[config.mk]
export PLATFORM = sky130hd
export DESIGN_NAME = wb_count_capture
export DESIGN_NICKNAME = d
export VERILOG_FILES = /design/src/rtl/wb_count_capture_pkg.sv /design/src/rtl/capture_fifo.sv /design/src/rtl/wb_count_capture.sv
export SDC_FILE = /design/constraint.sdc
export NUM_CORES = 1
export LEC_CHECK = 0
export BUFFER_PORTS_ARGS = -buffer_cell sky130_fd_sc_hd__buf_4
export CORE_MARGIN = 1.5
export CORE_UTILIZATION = 47
export CTS_BUF_LIST = sky130_fd_sc_hd__clkbuf_4
export DETAILED_ROUTE_END_ITERATION = 10
export PLACE_DENSITY = 0.63
export SLEW_MARGIN = 20
export SYNTH_ARGS = -nofsm -noshare
export SYNTH_HDL_FRONTEND = slang
export SYNTH_HIERARCHICAL = 1
export SYNTH_SLANG_ARGS = --single-unit
[constraint.sdc]
create_clock -name clk -period 6.4 [get_ports clk]
set_input_delay 0.96 -clock clk [delete_from_list [all_inputs] [get_ports clk]]
set_output_delay 0.96 -clock clk [all_outputs]
set_load 0.01 [all_outputs]
[src/rtl/wb_count_capture_pkg.sv]
// Shared constants for the Wishbone count-capture block: register map, CTRL/STATUS
// bit positions, default FIFO depth and the STATUS word packer.
package wb_count_capture_pkg;

    localparam logic [1:0] ADDR_DATA   = 2'd0;
    localparam logic [1:0] ADDR_STATUS = 2'd1;
    localparam logic [1:0] ADDR_CTRL   = 2'd2;
    localparam logic [1:0] ADDR_RSVD   = 2'd3;

    localparam int CTRL_ENABLE_BIT = 0;
    localparam int CTRL_CLEAR_BIT  = 1;
    localparam int CTRL_IRQ_EN_BIT = 2;

    localparam int STATUS_EMPTY_BIT    = 0;
    localparam int STATUS_FULL_BIT     = 1;
    localparam int STATUS_LEVEL_LSB    = 3;
    localparam int STATUS_LEVEL_MSB    = 7;
    localparam int STATUS_OVERFLOW_BIT = 8;
    localparam int STATUS_W            = 9;

    localparam int DEFAULT_DEPTH = 8;

    function automatic logic [STATUS_W-1:0] pack_status(
        input logic       overflow,
        input logic [4:0] level,
        input logic       full,
        input logic       empty
    );
        logic [STATUS_W-1:0] word;
        word = {STATUS_W{1'b0}};
        word[STATUS_OVERFLOW_BIT]                  = overflow;
        word[STATUS_LEVEL_MSB:STATUS_LEVEL_LSB]    = level;
        word[STATUS_FULL_BIT]                      = full;
        word[STATUS_EMPTY_BIT]                     = empty;
        return word;
    endfunction

endpackage

[src/rtl/capture_fifo.sv]
// Synchronous timestamp FIFO with push/pop/flush and a separate level counter.
// Storage is left unreset on purpose; the empty flag gates every observable read.
module capture_fifo #(
    parameter int WIDTH = 32,
    parameter int DEPTH = 8
) (
    input  logic                   clk,
    input  logic                   reset,
    input  logic                   push,
    input  logic                   pop,
    input  logic                   flush,
    input  logic [WIDTH-1:0]       wdata,
    output logic [WIDTH-1:0]       head,
    output logic                   full,
    output logic                   empty,
    output logic [$clog2(DEPTH):0] level
);

    localparam int AW = $clog2(DEPTH);
    localparam int LW = AW + 1;

    logic [WIDTH-1:0] mem_r [DEPTH];
    logic [AW-1:0]    wr_ptr_r;
    logic [AW-1:0]    rd_ptr_r;
    logic [LW-1:0]    level_r;
    logic             do_push_s;
    logic             do_pop_s;

    assign empty = (level_r == LW'(1'b0));
    assign full  = (level_r == LW'(DEPTH));
    assign level = level_r;
    assign head  = mem_r[rd_ptr_r];

    // A push into a full FIFO is accepted only when a pop frees the slot that same cycle
    always_comb begin
        do_pop_s  = pop & ~empty;
        do_push_s = push & (~full | do_pop_s);
    end

    // Pointers and level; flush has priority over any concurrent push or pop
    always_ff @(posedge clk) begin
        if (reset || flush) begin
            wr_ptr_r <= {AW{1'b0}};
            rd_ptr_r <= {AW{1'b0}};
            level_r  <= {LW{1'b0}};
        end else begin
            if (do_push_s) begin
                wr_ptr_r <= wr_ptr_r + AW'(1'b1);
            end else begin
                wr_ptr_r <= wr_ptr_r;
            end
            if (do_pop_s) begin
                rd_ptr_r <= rd_ptr_r + AW'(1'b1);
            end else begin
                rd_ptr_r <= rd_ptr_r;
            end
            if (do_push_s && !do_pop_s) begin
                level_r <= level_r + LW'(1'b1);
            end else if (do_pop_s && !do_push_s) begin
                level_r <= level_r - LW'(1'b1);
            end else begin
                level_r <= level_r;
            end
        end
    end

    // Entry storage
    always_ff @(posedge clk) begin
        if (do_push_s && !flush && !reset) begin
            mem_r[wr_ptr_r] <= wdata;
        end
    end

endmodule

[src/rtl/wb_count_capture.sv]
// Wishbone-attached timestamp capture: a synchronized external trigger records the
// live counter value into a FIFO that software drains through a small register file.
module wb_count_capture
    import wb_count_capture_pkg::*;
#(
    parameter int BITS  = 32,
    parameter int DEPTH = DEFAULT_DEPTH
) (
    input  logic            clk,
    input  logic            reset,
    input  logic [BITS-1:0] count,
    input  logic            trig_in,
    input  logic            valid,
    input  logic [3:0]      wstrb,
    input  logic [1:0]      addr,
    input  logic [BITS-1:0] wdata,
    output logic [BITS-1:0] rdata,
    output logic            ready,
    output logic            irq
);

    localparam int LW = $clog2(DEPTH) + 1;

    logic            sync1_r;
    logic            sync2_r;
    logic            edge_r;
    logic            enable_r;
    logic            irq_en_r;
    logic            overflow_r;
    logic            ready_r;
    logic            irq_r;
    logic [BITS-1:0] rdata_r;

    logic            access_s;
    logic            is_read_s;
    logic            ctrl_wr_s;
    logic            flush_s;
    logic            pop_s;
    logic            rise_s;
    logic            push_s;
    logic            push_ok_s;
    logic            irq_en_next_s;
    logic            nonempty_next_s;
    logic [8:0]      status_s;
    logic [BITS-1:0] read_word_s;
    logic            fifo_full_s;
    logic            fifo_empty_s;
    logic [LW-1:0]   fifo_level_s;
    logic [BITS-1:0] fifo_head_s;
    logic            unused_bits_s;

    assign unused_bits_s = ^{wdata[BITS-1:3], wstrb[3:1]};

    assign rdata = rdata_r;
    assign ready = ready_r;
    assign irq   = irq_r;

    // Request decode, read-data mux and the next interrupt level
    always_comb begin
        access_s  = valid & ~ready_r;
        is_read_s = (wstrb == 4'b0000);
        ctrl_wr_s = access_s & ~is_read_s & (addr == ADDR_CTRL) & wstrb[0];
        flush_s   = ctrl_wr_s & wdata[CTRL_CLEAR_BIT];
        pop_s     = access_s & is_read_s & (addr == ADDR_DATA) & ~fifo_empty_s;
        rise_s    = sync2_r & ~edge_r;
        push_s    = rise_s & enable_r;
        push_ok_s = push_s & (~fifo_full_s | pop_s);
        status_s  = pack_status(overflow_r, 5'(fifo_level_s), fifo_full_s, fifo_empty_s);

        read_word_s = {BITS{1'b0}};
        case (addr)
            ADDR_DATA:   read_word_s = fifo_empty_s ? {BITS{1'b0}} : fifo_head_s;
            ADDR_STATUS: read_word_s = BITS'(status_s);
            ADDR_CTRL:   read_word_s = BITS'({irq_en_r, 1'b0, enable_r});
            default:     read_word_s = {BITS{1'b0}};
        endcase

        if (ctrl_wr_s) begin
            irq_en_next_s = wdata[CTRL_IRQ_EN_BIT];
        end else begin
            irq_en_next_s = irq_en_r;
        end

        // irq is registered, so it is computed from the FIFO occupancy after this edge
        if (flush_s) begin
            nonempty_next_s = 1'b0;
        end else if (fifo_empty_s) begin
            nonempty_next_s = push_ok_s;
        end else if ((fifo_level_s == LW'(1'b1)) && pop_s && !push_ok_s) begin
            nonempty_next_s = 1'b0;
        end else begin
            nonempty_next_s = 1'b1;
        end
    end

    // Trigger synchronizer and edge register
    always_ff @(posedge clk) begin
        if (reset) begin
            sync1_r <= 1'b0;
            sync2_r <= 1'b0;
            edge_r  <= 1'b0;
        end else begin
            sync1_r <= trig_in;
            sync2_r <= sync1_r;
            edge_r  <= sync2_r;
        end
    end

    // Control bits, sticky overflow and the interrupt output
    always_ff @(posedge clk) begin
        if (reset) begin
            enable_r   <= 1'b0;
            irq_en_r   <= 1'b0;
            overflow_r <= 1'b0;
            irq_r      <= 1'b0;
        end else begin
            if (ctrl_wr_s) begin
                enable_r <= wdata[CTRL_ENABLE_BIT];
                irq_en_r <= wdata[CTRL_IRQ_EN_BIT];
            end else begin
                enable_r <= enable_r;
                irq_en_r <= irq_en_r;
            end
            if (flush_s) begin
                overflow_r <= 1'b0;
            end else if (push_s && fifo_full_s && !pop_s) begin
                overflow_r <= 1'b1;
            end else begin
                overflow_r <= overflow_r;
            end
            irq_r <= irq_en_next_s & nonempty_next_s;
        end
    end

    // Wishbone handshake: one-cycle ack, then forced idle so acks never run back to back
    always_ff @(posedge clk) begin
        if (reset) begin
            ready_r <= 1'b0;
            rdata_r <= {BITS{1'b0}};
        end else if (access_s) begin
            ready_r <= 1'b1;
            rdata_r <= read_word_s;
        end else begin
            ready_r <= 1'b0;
            rdata_r <= rdata_r;
        end
    end

    capture_fifo #(
        .WIDTH (BITS),
        .DEPTH (DEPTH)
    ) u_fifo (
        .clk   (clk),
        .reset (reset),
        .push  (push_s),
        .pop   (pop_s),
        .flush (flush_s),
        .wdata (count),
        .head  (fifo_head_s),
        .full  (fifo_full_s),
        .empty (fifo_empty_s),
        .level (fifo_level_s)
    );

endmodule

==> flow_summary.toml, run 1 <==
[worst_setup_path]
start_kind = "flop"
cp.required_ns = 6.75
reg2reg_from = "ready$_SDFF_PP0_"
reg2reg_depth = 7
critical_path_class = "reg -> reg"
cp.arrival_ns = 3.98
worstPathMaxFanout = 39
reg2reg_to = "u_fifo/mem_r[0][24]$_DFFE_PP_"
worstSetupEndpointType = "flop"
worst-r2r-setup-slack_ns = 2.76

[final_layout]
fin_nets = 824
multi_input_area_sq_um = 2900
syn_to_final_growth_pct = 17.0
fill_cells = 1897
regArea_sq_um = 8750
layout-drive-gt1-share = 0.419
fin_area_sq_um = 13800
fin_util = 0.564

[die]
die_width_um = 161
core_sq_um = 24500
num_rows = 57
start_util = 0.482
die-area_sq_um = 26100
io_pins = 108
fp.dieH_um = 161

[global_routing]
use_met3 = 0.0475
antenna_found_initial = 1
grt_use_met2 = 0.321
grt.busiest_layer = "met2"
grt_overflow_total = 0
grt_max_degree = 53
track_usage = 0.193
grt_pass1_vias = 6571
met1_usage = 0.244
grt_pass1_wl_um = 36900

[timing]
min_period_ns = 3.64
drv_slew = 0
slew_headroom = 0.281
finalHoldViolations = 0
setup_viol = 0
rsz0062_at_grt = "false"
fin_setup_tns_ns = 0
max_freq_mhz = 275
tightest_slew_ns = 1.08
finClkSkew_ns = 0.0320
timing.final.crit_share = 0.568

[clocking]
cts_inserted_buffers = 80
tritoncts = "done"
cts_resized = 0
cts_num_sinks = 309
clk_path_buf_depth = 3
cts.root.buffer_cell = "clkbuf_4"
cts.htree.levels = 3
clock_insertion_delay_worst_skew_ns = 0.65
postCtsSetupRepairBufs = 0
hold_buffers = 0
clk_pin_slew_ns = 0.06

[placement]
placed_area_sq_um = 12800
io_buffers = 78
gp_congestion = 0.756
post-dp-hpwl_um = 13100

[synthesis]
syn_nets = 684
ys_ff_latch = 309
seq_area_frac_synth = 0.742
synthSimpleGateAreaFrac = 0.0402
synth_edf_count = 256
syn_avg_cell_area_sq_um = 19.5
async_flop_share = 0
synth_common_cells = "edfxtp_1 (256), mux4_2 (64), dfxtp_1 (53), nor2_1 (47), mux2_2 (32)"
yosys_warnings = 6
yosys-mux-area-fraction = 0.156
yosysTopAreaCell = "edfxtp_1"
ys_top_cells_by_area = "edfxtp_1 (65%), mux4_2 (12%), dfxtp_1 (9.0%)"
synth_area_sq_um = 11800
synth_top_area_frac = 0.652
synth_most_common_cell = "edfxtp_1"
synth_top_family_by_area = "multiplexers"
synth_xor_area_frac = 0.00445
synth_compound_area_frac = 0.0327
synth_cells = 604
synth_flop_cell = "edfxtp_1"
synth_fa_ha_area_frac = 0.00700
ys_types = 50

[drt]
drc_errors = 0
num_vias = 6145
wl_um = 24100
firstDrtPassIters = 4
drt_iter0_drc = 469
wl_per_cell_um = 21.5
vias_per_cell = 5.47
antenna_left = 0

[power]
combinationalPowerShare = 0.017
intPower_mw = 3.13
p_leak_nw = 4.58
ir_drop_mv = 0.114
power_density_nw_per_um2 = 283
power.total_mw = 3.91
power_frac_clock = 0.426
p_sw_frac = 0.199
seqPwrFrac = 0.557
switching_power_mw = 0.777

[min_path]
hold_path_end = "rdata[1]$_SDFFE_PP0N_"
hold_depth = 2
hold_start = "rdata[1]$_SDFFE_PP0N_"
hold_class = "reg -> reg"

[outcome]
status = "finished clean"

[run]
drv_cap = 0
-- layer usage --
| layer | vias to the layer above | part of all wire |
|---|---|---|
| met5 | - | 0 |
| met4 | 0 | 0.016 |
| met3 | 31 | 0.059 |
| met2 | 175 | 0.51 |
| met1 | 3154 | 0.42 |
| li1 | 2785 | - |
-- cells by family (layout without fill, tap and decap cells) --
kind of cell	count (synthesis)	in the layout
muxes	100	100
and+or+nand+nor	90	90
AOI/OAI and AO/OA	53	53
xor gates and xnor gates	6	6
buffers and inverters	40	235
other	0	1
DFF	309	309
adders and majority gates	6	6
-- worst max-delay path, cell delays in order (launching register included) --
cell and delay [ns]:
dfxtp_1 0.36, nand2b_4 0.54, nor4_4 0.09, and2_1 0.21, or2_1 0.45, or4_1 0.54
nor2_4 0.81, buf_4 0.31
-- worst max path at each step --
stage                                               end  depth (start not counted)             start  slack, ns
final                     u_fifo/mem_r[0][24]$_DFFE_PP_                          7  ready$_SDFF_PP0_       2.76
after global routing      u_fifo/mem_r[0][25]$_DFFE_PP_                          7  ready$_SDFF_PP0_       2.56
after CTS                 u_fifo/mem_r[0][24]$_DFFE_PP_                          7  ready$_SDFF_PP0_       2.70
after detailed placement  u_fifo/mem_r[0][24]$_DFFE_PP_                          8             valid       2.11
after global placement    u_fifo/mem_r[0][24]$_DFFE_PP_                          8             valid       2.15
after floorplan            u_fifo/mem_r[1][0]$_DFFE_PP_                          5           addr[0]       0.88
-- cell type report --
class	instances	area share
Sequential cell	309	0.634
Multi-Input combinational cell	255	0.210
Clock buffer	120	0.0653
Timing Repair Buffer	90	0.0499
Tap cell	324	0.0294
Clock inverter	17	0.00888
Inverter	8	0.00218
Antenna cell	1	0.000181
-- state kept, by name, summed over array words and instances (netlist names), named ones only --
register         flops
ready                1
sync2_r              1
u_fifo/rd_ptr_r      3
irq_en_r             1
irq                  1
sync1_r              1
rdata               32
u_fifo/level         4
u_fifo/mem_r       256
u_fifo/wr_ptr_r      3
overflow_r           1
edge_r               1
enable_r             1
-- cell usage in the layout (no fill, tap or decap), drive strengths merged, types with 2 or more instances in the layout --
cell type and instances:
dfxtp 53, inv 11, clkinv 11, o21ai 8, ha 5, or2 2, mux2 32, xnor2 3
and2 2, nor2 47, xor2 3, bufinv 2, edfxtp 256, buf 90, nor2b 3, nor3 2
mux2i 4, nand3 2, a21oi 6, mux4 64, a22oi 31, nor4b 2, nor4 7, nand2b 5
clkbuf 120, nand2 11
-- power groups by stage --
stage	clock network (mW)	logic, mW	registers (mW)
2_1_floorplan	0	0.0173	2.22
3_3_place_gp	0	0.0624	2.22
3_5_place_dp	0	0.0669	2.22
4_1_cts	1.73	0.0670	2.18
5_1_grt	1.83	0.0729	2.17
6_report	1.67	0.0658	2.18
-- stage by stage --
| stage | hold WS, ns | setup WS [ns] | std cells |
|---|---|---|---|
| floorplan | 0.414 | 0.878 | 604 |
| global placement | 0.449 | 2.15 | 986 |
| detailed placement | 0.460 | 2.11 | 986 |
| CTS | 0.460 | 2.70 | 1123 |
| global route | 0.481 | 2.56 | 1124 |
| finish | 0.463 | 2.76 | 1124 |
Power figures use the tool's default switching activity.
==> inputs of run 2 (changes only) <==
--- a/config.mk
+++ b/config.mk
@@ -5,6 +5,7 @@
 export SDC_FILE = /design/constraint.sdc
 export NUM_CORES = 1
 export LEC_CHECK = 0
+export ABC_AREA = 1
 export BUFFER_PORTS_ARGS = -buffer_cell sky130_fd_sc_hd__buf_4
 export CORE_MARGIN = 1.5
 export CORE_UTILIZATION = 47
==> constraint.sdc (replaced) <==
create_clock -name clk -period 3.5 [get_ports clk]
set_input_delay 0.525 -clock clk [delete_from_list [all_inputs] [get_ports clk]]
set_output_delay 0.525 -clock clk [all_outputs]
set_load 0.01 [all_outputs]
==> run 2 against run 1 <==
- total power up 82%
- critical endpoint is now u_fifo/level[3]$_SDFFE_PP0P_
- area after synthesis up 4.2%
- die area up 4.1%
- critical path type unchanged
- combinational power up 110%
==> flow_summary.toml, run 2 <==
[die]
die-area_sq_um = 27100
die_width_um = 165
io_pins = 108
start_util = 0.476
core_sq_um = 25800
num_rows = 59
fp.dieH_um = 165

[synthesis]
synth_cells = 1097
ys_ff_latch = 309
ys_types = 32
yosysTopAreaCell = "edfxtp_1"
syn_avg_cell_area_sq_um = 11.2
synth_common_cells = "edfxtp_1 (256), nor2_1 (227), nand2_1 (194), o21ai_0 (146), dfxtp_1 (53)"
synth_fa_ha_area_frac = 0.00672
synth_top_area_frac = 0.626
synth_top_family_by_area = "simple AND/OR/NAND/NOR gates"
async_flop_share = 0
yosys-mux-area-fraction = 0
synth_most_common_cell = "edfxtp_1"
synth_compound_area_frac = 0.0988
seq_area_frac_synth = 0.712
syn_nets = 1177
synth_area_sq_um = 12300
synth_xor_area_frac = 0.00285
synth_edf_count = 256
synth_flop_cell = "edfxtp_1"
yosys_warnings = 6
synthSimpleGateAreaFrac = 0.142
ys_top_cells_by_area = "edfxtp_1 (63%), dfxtp_1 (8.6%), nor2_1 (6.9%)"

[worst_setup_path]
reg2reg_from = "u_fifo/level[0]$_SDFFE_PP0P_"
cpLargestDelayFamily = "simple AND/OR/NAND/NOR gates"
endpoint = "u_fifo/level[3]$_SDFFE_PP0P_"
start_kind = "flop"
reg2reg_depth = 21
startpoint = "u_fifo/level[0]$_SDFFE_PP0P_"
cp_slowest_cell = "dfxtp_1"
cp.arrival_ns = 3.46
worst-r2r-setup-slack_ns = 0.62
cp.required_ns = 4.08
critical_path_class = "reg -> reg"
worstSetupPathDepth = 21
worstPathMaxFanout = 7
cp_common_cell = "inv_1"
path_cells = "nor2_1 > nand3_1 > inv_1 > inv_1 > nand2_1 > nor2_4 > nand2_1 > inv_1 > inv_1 > nand3_1 > nand2_1 > inv_1 > ha_1 > inv_1 > ha_1 > a21oi_1 > nand2_1 > nand2_1 > nand3_1 > nand2_1 > inv_1"
reg2reg_to = "u_fifo/level[3]$_SDFFE_PP0P_"
worstSetupEndpointType = "flop"
crit_buf_inv = 7
cp_slowest_stage_delay_ns = 0.49

[power]
ir_drop_mv = 0.260
power_density_nw_per_um2 = 497
p_leak_nw = 5.25

[timing]
max_freq_mhz = 347
rsz0062_at_grt = "false"
worst_slack_ns = 0.619
whs_ns = 0.0516
setup_viol = 0
fin_setup_tns_ns = 0
drv_slew = 0
min_period_ns = 2.88
tightest_slew_ns = 1.03
finClkSkew_ns = 0.0539
finalHoldViolations = 0
slew_headroom = 0.316
timing.final.crit_share = 0.823

[final_layout]
fin_area_sq_um = 14300
layout_commonest_cell = "edfxtp_1"
fin_nets = 1311
syn_to_final_growth_pct = 16.6
regMostFlops = "u_fifo/mem_r"
fin_util = 0.555
multi_input_area_sq_um = 3130
largest_reg_flops = 256
mostFrequentLayoutCells = "edfxtp_1 (256), nor2_1 (219), nand2_1 (194)"
fill_cells = 2266
layout-drive-gt1-share = 0.186
regArea_sq_um = 8760

[drt]
drt_iter0_drc = 595
num_vias = 8354
wl_per_cell_um = 16.5
wl_um = 26900
drc_errors = 0
vias_per_cell = 5.13
firstDrtPassIters = 5
antenna_left = 0

[global_routing]
grt_pass1_wl_um = 42300
grt_overflow_total = 0
grt_pass1_vias = 7912
grt_max_degree = 129
track_usage = 0.206
antenna_found_initial = 1

[clocking]
clk_pin_slew_ns = 0.07
tritoncts = "done"
cts.root.buffer_cell = "clkbuf_4"
cts.htree.levels = 3
cts_resized = 0
clk_path_buf_depth = 3
hold_buffers = 10
cts_inserted_buffers = 79
cts_num_sinks = 309
postCtsSetupRepairBufs = 0
clock_insertion_delay_worst_skew_ns = 0.72

[placement]
placed_area_sq_um = 13200
gp_congestion = 0.792
io_buffers = 78
post-dp-hpwl_um = 14300
pre_cts_ws_ns = 0.627

[run]
drv_cap = 0

[min_path]
hold_class = "in -> reg"

[outcome]
status = "finished clean"
[run 2: worst min path at each step]
stage / from / endpoint / depth (start not counted)
floorplan: sync1_r$_SDFF_PP0_ / sync2_r$_SDFF_PP0_ / 2
global placement: sync1_r$_SDFF_PP0_ / sync2_r$_SDFF_PP0_ / 2
detailed placement: sync1_r$_SDFF_PP0_ / sync2_r$_SDFF_PP0_ / 2
CTS: count[18] / u_fifo/mem_r[5][18]$_DFFE_PP_ / 1
global route: count[16] / u_fifo/mem_r[0][16]$_DFFE_PP_ / 1
finish: count[18] / u_fifo/mem_r[5][18]$_DFFE_PP_ / 1
[run 2: worst reg2reg max path, stage by stage (launching register included)]
cell	delay [ns]
dfxtp_1	0.49
nor2_1	0.10
nand3_1	0.12
inv_1	0.08
inv_1	0.09
nand2_1	0.09
nor2_4	0.09
nand2_1	0.08
inv_1	0.10
inv_1	0.04
nand3_1	0.17
nand2_1	0.12
inv_1	0.12
ha_1	0.19
inv_1	0.10
ha_1	0.33
a21oi_1	0.19
nand2_1	0.07
nand2_1	0.06
nand3_1	0.06
nand2_1	0.06
inv_1	0.03
[run 2: through the flow]
stage,cells,power [mW]
after floorplan,1097,4.10
after global routing,1630,7.41
after detailed placement,1475,4.19
final,1630,7.12
after global placement,1475,4.18
after CTS,1629,7.20
[run 2: where the power goes]
group          switching (mW)  total, mW  internal (mW)
Combinational          0.0818      0.135         0.0533
Clock                    1.44       3.00           1.56
Sequential            0.00270       3.98           3.98
[run 2: cell families (layout without fill, tap and decap cells)]
logic type	after synthesis	in the layout
xor gates and xnor gates	4	4
buffers and inverters	90	287
DFF	309	309
adders and majority gates	6	6
and+or+nand+nor	448	448
AOI/OAI and AO/OA	240	240
other	0	1
[run 2: final cells by class]
class	instances	area share
timing repair buffer	113	0.0627
inverter	30	0.00794
clock inverter	33	0.0125
antenna	1	0.000175
sequential	309	0.611
tap	335	0.0292
clock buffer	111	0.0581
multi-input combinational	698	0.219
[run 2: layer usage]
layer | GRT usage | part of all wire
met1 | 0.282 | 0.45
met3 | 0.0402 | 0.057
met5 | 0 | 0
met4 | 0.0778 | 0.020
met2 | 0.328 | 0.47
==> inputs of run 3 (changes only) <==
--- a/config.mk
+++ b/config.mk
@@ -11,7 +11,7 @@
 export CORE_UTILIZATION = 47
 export CTS_BUF_LIST = sky130_fd_sc_hd__clkbuf_4
 export DETAILED_ROUTE_END_ITERATION = 10
-export PLACE_DENSITY = 0.63
+export PLACE_DENSITY = 0.66
 export SLEW_MARGIN = 20
 export SYNTH_ARGS = -nofsm -noshare
 export SYNTH_HDL_FRONTEND = slang
==> constraint.sdc (replaced) <==
create_clock -name clk -period 2.4 [get_ports clk]
set_input_delay 0.36 -clock clk [delete_from_list [all_inputs] [get_ports clk]]
set_output_delay 0.36 -clock clk [all_outputs]
set_load 0.01 [all_outputs]
==> run 3 against run 2 <==
- register-to-register slack lost 0.48 ns
- clock power grew 45%
- critical path type unchanged
- largest cell class unchanged
- wire length shrank 0.24%
==> flow_summary.toml, run 3 (same netlist as run 2, synthesis figures left out) <==
[outcome]
status = "finished clean"

[drt]
num_vias = 8518
drt_iter0_drc = 549
drc_errors = 0
vias_per_cell = 5.07
antenna_left = 0
wl_um = 26800
firstDrtPassIters = 8
wl_per_cell_um = 16.0

[die]
start_util = 0.476
io_pins = 108
fp.dieH_um = 165
core_sq_um = 25800
num_rows = 59
die_width_um = 165
die-area_sq_um = 27100

[timing]
max_freq_mhz = 443
whs_ns = 0.0758
finClkSkew_ns = 0.0554
timing.final.crit_share = 0.942
slew_headroom = 0.550
tightest_slew_ns = 0.675
min_period_ns = 2.26
drv_slew = 0
setup_viol = 0
finalHoldViolations = 0

[power]
power_frac_clock = 0.419
power_density_nw_per_um2 = 691
switching_power_mw = 2.11
seqPwrFrac = 0.558
combinationalPowerShare = 0.023
p_leak_nw = 5.56
ir_drop_mv = 0.429
intPower_mw = 8.29
p_sw_frac = 0.203

[worst_setup_path]
cp.arrival_ns = 2.61
path_cells = "inv_2 > nand3_2 > inv_1 > inv_2 > nand2_2 > nor2_4 > nand2_2 > inv_2 > inv_1 > nand3_2 > nand2_2 > buf_4 > or2_4 > nor2_4 > buf_12"
reg2reg_from = "u_fifo/level[3]$_SDFFE_PP0P_"
startpoint = "u_fifo/level[3]$_SDFFE_PP0P_"
worstPathMaxFanout = 15
critical_path_class = "reg -> reg"
worstSetupEndpointType = "flop"
cp_slowest_cell = "dfxtp_2"
start_kind = "flop"
cp.required_ns = 2.75
cp_slowest_stage_delay_ns = 0.34
worst-r2r-setup-slack_ns = 0.14

[clocking]
clock_insertion_delay_worst_skew_ns = 0.69
clk_path_buf_depth = 3
cts.htree.levels = 3
clk_pin_slew_ns = 0.06
tritoncts = "done"
cts_inserted_buffers = 78
cts.root.buffer_cell = "clkbuf_4"
cts_num_sinks = 309

[min_path]
hold_start = "addr[1]"
hold_class = "in -> reg"

[global_routing]
grt_max_degree = 129
track_usage = 0.206
grt_pass1_wl_um = 42700
grt_pass1_vias = 8229
grt_overflow_total = 0
antenna_found_initial = 1

[final_layout]
regMostFlops = "u_fifo/mem_r"
mostFrequentLayoutCells = "edfxtp_1 (256), nor2_1 (218), nand2_1 (191)"
layout-drive-gt1-share = 0.223
largest_reg_flops = 256
stdcell_count = 1679
fin_util = 0.582
syn_to_final_growth_pct = 22.4
fin_nets = 1364
layout_commonest_cell = "edfxtp_1"

[placement]
io_buffers = 78
post-dp-hpwl_um = 15200
dpl.cell_count = 1504
gp_congestion = 0.785

[run]
drv_cap = 0
[run 3: worst paths after layout]
kind | endpoint | cells past startpoint
max | u_fifo/mem_r[4][30]$_DFFE_PP_ | 15
min | rdata[5]$_SDFFE_PP0N_ | 4
max reg2reg | u_fifo/mem_r[4][30]$_DFFE_PP_ | 15
min reg2reg | sync2_r$_SDFF_PP0_ | 2
[run 3: layout make-up]
type,instances,area [sq um]
fill,2193,10800
sequential,309,8770
multi-input combinational,698,3190
timing repair buffer,167,1540
clock buffer,120,901
tap,335,419
inverter,30,116
clock inverter,19,105
antenna,1,2.50
[run 3: what timing repair did]
action / CTS / global route
pin swaps: 0 / 2
hold buffers: 35 / 0
buffers inserted: 0 / 0
gates resized for setup: 1 / 10
hold endpoints to repair: 259 / 0
endpoints found under the setup margin: 1 / 4
[run 3: critical path, delay by kind of cell, from the launching register on]
kind / cells / cell delay, ns
AND/OR/NAND/NOR: 8 / 0.99
buffers and inverters: 7 / 0.62
flip-flops: 1 / 0.34
[run 3: metal layers]
layer / GRT usage / part of all wire / vias to the layer above
met3: 0.0404 / 0.046 / 48
met5: 0 / 0 / -
met1: 0.277 / 0.46 / 4055
met4: 0.0815 / 0.018 / 0
li1: - / - / 4206
met2: 0.329 / 0.48 / 209
[run 3: through the flow]
step	instance area [sq um]	setup WS [ns]	setup TNS, ns	total power [mW]
floorplan	12400	-0.000415	-0.0529	5.97
global placement	13600	0.0491	0	6.11
detailed placement	13600	0.00997	0	6.11
CTS	15000	0.0347	0	10.5
global route	15000	-0.00953	-0.00953	10.8
finish	15000	0.140	0	10.4
[run 3: power by group through the flow]
stage / Sequential (mW) / Combinational (mW) / Clock [mW]
final: 5.80 / 0.241 / 4.36
after global routing: 5.80 / 0.266 / 4.75
after CTS: 5.80 / 0.243 / 4.50
after detailed placement: 5.92 / 0.195 / 0
after global placement: 5.92 / 0.190 / 0
after floorplan: 5.92 / 0.0521 / 0
